$ cat config.mk
export PLATFORM = sky130hd
export DESIGN_NAME = mux4x8to4_c
export DESIGN_NICKNAME = d
export VERILOG_FILES = /design/src/rtl/mux4x8to4_c.sv
export SDC_FILE = /design/constraint.sdc
export NUM_CORES = 1
export LEC_CHECK = 0
export CAP_MARGIN = 20
export CORE_UTILIZATION = 25
export DETAILED_ROUTE_END_ITERATION = 10
export PLACE_DENSITY = 0.87
export REMOVE_ABC_BUFFERS = 1
export SYNTH_ARGS = -nofsm -noshare
export SYNTH_HDL_FRONTEND = slang
export SYNTH_SLANG_ARGS = --single-unit
export TNS_END_PERCENT = 10
$ cat constraint.sdc
create_clock -name clk -period 1.9 [get_ports clk]
set_input_delay 0.38 -clock clk [delete_from_list [all_inputs] [get_ports clk]]
set_output_delay 0.38 -clock clk [all_outputs]
set_load 0.1 [all_outputs]
$ cat src/rtl/mux4x8to4_c.sv
// mux4x8to4_c: eight-way, 4-bit-wide selector with a registered copy.
//
// Routes one of eight 4-bit words to a combinational output under a 3-bit
// select, and provides a registered copy of that output for synchronous
// consumers.
//
// Ports
//   clk          in   1  rising-edge clock, used only by out_q
//   rst          in   1  asynchronous active-high reset, clears out_q only
//   in_0..in_7   in   4  data words; in_k is routed when select == k
//   select       in   3  unsigned index 0-7
//   out          out  4  combinational selected word (not registered)
//   out_q        out  4  out captured on each rising clk edge
module mux4x8to4_c (
  input  logic       clk,
  input  logic       rst,
  input  logic [3:0] in_0,
  input  logic [3:0] in_1,
  input  logic [3:0] in_2,
  input  logic [3:0] in_3,
  input  logic [3:0] in_4,
  input  logic [3:0] in_5,
  input  logic [3:0] in_6,
  input  logic [3:0] in_7,
  input  logic [2:0] select,
  output logic [3:0] out,
  output logic [3:0] out_q
);

  localparam int unsigned DATA_W = 4;

  // Bitwise 2:1 mux, y = (~s & a) | (s & b), replicated across the word.
  function automatic logic [DATA_W-1:0] mux2(
    input logic              s,
    input logic [DATA_W-1:0] a,
    input logic [DATA_W-1:0] b
  );
    return (~{DATA_W{s}} & a) | ({DATA_W{s}} & b);
  endfunction

  logic [DATA_W-1:0] lvl1_01;
  logic [DATA_W-1:0] lvl1_23;
  logic [DATA_W-1:0] lvl1_45;
  logic [DATA_W-1:0] lvl1_67;
  logic [DATA_W-1:0] lvl2_lo;
  logic [DATA_W-1:0] lvl2_hi;

  // Level 1: select[0] chooses within each adjacent pair.
  assign lvl1_01 = mux2(select[0], in_0, in_1);
  assign lvl1_23 = mux2(select[0], in_2, in_3);
  assign lvl1_45 = mux2(select[0], in_4, in_5);
  assign lvl1_67 = mux2(select[0], in_6, in_7);

  // Level 2: select[1] chooses between pairs within each half.
  assign lvl2_lo = mux2(select[1], lvl1_01, lvl1_23);
  assign lvl2_hi = mux2(select[1], lvl1_45, lvl1_67);

  // Level 3: select[2] chooses the half; out never sees clk or rst.
  assign out = mux2(select[2], lvl2_lo, lvl2_hi);

  // Registered copy; reset clears it immediately without a clock edge.
  always_ff @(posedge clk or posedge rst) begin
    if (rst) begin
      out_q <= '0;
    end else begin
      out_q <= out;
    end
  end

endmodule

==> out/qor.txt <==
switching power -> 0.2512 mW
CP max-delay cell -> mux4_2
die height -> 40.69 um
shortest period the worst path allows -> 1.892 ns
initial antenna violation count -> 0
Max Slew Vio Count -> 0
top-count cell post-synth -> mux4_1
Seq pwr share -> 17.5%
share of layout cells above drive strength 1 -> 44.62%
placed cells -> 77
final WL -> 1384 um
CTS tree -> yes
Crit Path Class -> in2out
CP Capture Type -> output port
Lkg Pwr -> 0.3771 nW
crit path max fanout -> 2
Peak Freq -> 0.5285 GHz
GRT Resource Usage Total -> 19.91%
DIE WIDTH -> 40.69 um
Placement Rows -> 13
Yosys reg bits -> 4
routed length per instance -> 17.30 um
Commonest cells post-synth -> mux4_1 (8), dfrtp_1 (4), mux2_2 (4)
EDFF count, synth -> 0
setup TNS -> 0 ns
largest net degree at the start of global routing -> 9
H-tree level count -> 1
count of cell types in the netlist -> 6
Max Cap Viol -> 0
first-pass GRT wire length -> 1911 um
Sw Ratio -> 44.34%
die area -> 1655 um^2
Avg Cell Area, Syn -> 19.69 um^2
Starting Density -> 27.71%
Worst Tran Pin Value -> 0.2776 ns
gpl congestion -> 0.6810
required time worst endpoint -> 1.52 ns
Hold WC Path Type -> in2async
clk slew on worst S/H paths -> 0.04 ns
DR vias/cell -> 5.038
Int Pwr -> 0.3153 mW
Detailed Place HPWL -> 1065 um
clock sink count -> 4
FFs w/ async S/R, synth -> 100.0%
maximum vdd ir drop -> 0.0002418 V
vias in the first global route -> 408
Synth area leader -> mux4_1
vias -> 403
Crit path largest cell delay -> 0.48 ns
Top reg by flops -> out_q
Synth top area share -> 56.19%
Arr. time, crit path -> 1.51 ns
Port Buffers -> 44
post-synthesis sequential area ratio -> 26.76%
RSZ-0062 raised after global routing -> no
io pins -> 45
initial drt markers -> 18
Largest regs -> out_q (4)
clock share of power -> 18.2%
Yosys warning total -> 0
gr ovfl total -> 0
DRC violations left -> 0
top_reg_cell synth -> dfrtp_1
endpoints failing hold -> 0
Syn Inst Count -> 19
Power Density -> 663.8 nW/um^2
Slew HR -> 81.64%
Area Overhead vs Synth -> 128.1%
CTS buffer count -> 3
worst path cell trace -> clkdlybuf4s15_1, mux4_2, mux2_4, buf_12
Final setup viols -> 0
Final Non-Filler Cells -> 80
Tcrit/Tclk final -> 99.58%
max reg flops -> 4
Worst setup SP type -> input port
mapped cell area -> 374.1 um^2
Finished Cell Area -> 853.3 um^2
Min Hold Slack -> 0.3390 ns
number of diodes -> 0
ranking of synthesized cells by area -> mux4_1 (56%), dfrtp_1 (27%), mux2_2 (12%)
Comb pwr share -> 64.3%
# nets final -> 104
Clock Tree Root -> clkbuf_4
status -> complete, no violations
Longest Clk Path Bufs -> 2
DRT Pass-1 Iters -> 4
Placed Area -> 868.3 um^2
Final ANT Viol Nets -> 0
core area -> 1350 um^2
-- power by group through the flow --
stage	Sequential, mW	Combinational [mW]	Clock, mW
6_report	0.0992	0.364	0.103
5_1_grt	0.101	0.377	0.112
4_1_cts	0.0996	0.365	0.107
3_5_place_dp	0.101	0.368	0
3_3_place_gp	0.0998	0.365	0
2_1_floorplan	0.181	0.126	0
-- final cells by class --
type,instances,area [um^2]
flip-flops and latches,4,100.1
repair buffers,45,467.9
fillers,117,496.7
clock buffers,3,22.52
multi-input cells,12,240.2
well taps,15,18.77
inverters,1,3.754
-- stage by stage --
step | power [mW] | worst slack [ns] | util [%]
CTS | 0.5720 | -0.0008751 | 63.86
floorplan | 0.3070 | 0.1386 | -
detailed placement | 0.4685 | -0.5557 | 64.32
finish | 0.5664 | 0.007902 | 63.21
global placement | 0.4652 | -0.5415 | 64.32
global route | 0.5900 | 0.001853 | 63.21
-- layer usage --
metal / part of all wire, % / track usage (%)
met3: 12 / 3.804
met4: 1.5 / 7.500
met2: 49 / 35.32
met5: 0 / 0
met1: 37 / 23.53
-- worst max-delay path: cells and delay by family --
kind     cells  cell delay [ns]
buf+inv      2             0.35
mux          2             0.78
-- cells in the final DEF (no fill, tap or decap), drive strengths merged --
cell | Yosys | routed
mux2 | 4 | 4
clkdlybuf4s15 | 0 | 30
dfrtp | 4 | 4
mux4 | 8 | 8
dlygate4sd2 | 0 | 1
inv | 1 | 1
clkdlybuf4s50 | 0 | 1
buf | 1 | 10
clkbuf | 1 | 6
-- cell families after synthesis --
group / share of synthesized area [%]
flops: 26.76
buf+inv: 5.015
mux: 68.23
-- worst max path at each step --
stage | from | end | slack (ns) | cells past startpoint
after floorplan | select[0] | out[0] | 0.14 | 2
after global placement | select[0] | out[0] | -0.54 | 5
after detailed placement | select[0] | out[3] | -0.56 | 5
after CTS | in_2[3] | out[3] | -0.0009 | 4
after global routing | in_5[2] | out[2] | 0.002 | 4
final | in_7[2] | out[2] | 0.008 | 4
-- timing repair --
action	CTS	global route
hold buffers	0	0
resized for setup	83	6
pin swaps	0	0
buffers inserted	1	0
setup endpoints to repair	4	4
No activity file was read; power rests on OpenSTA's default activity.
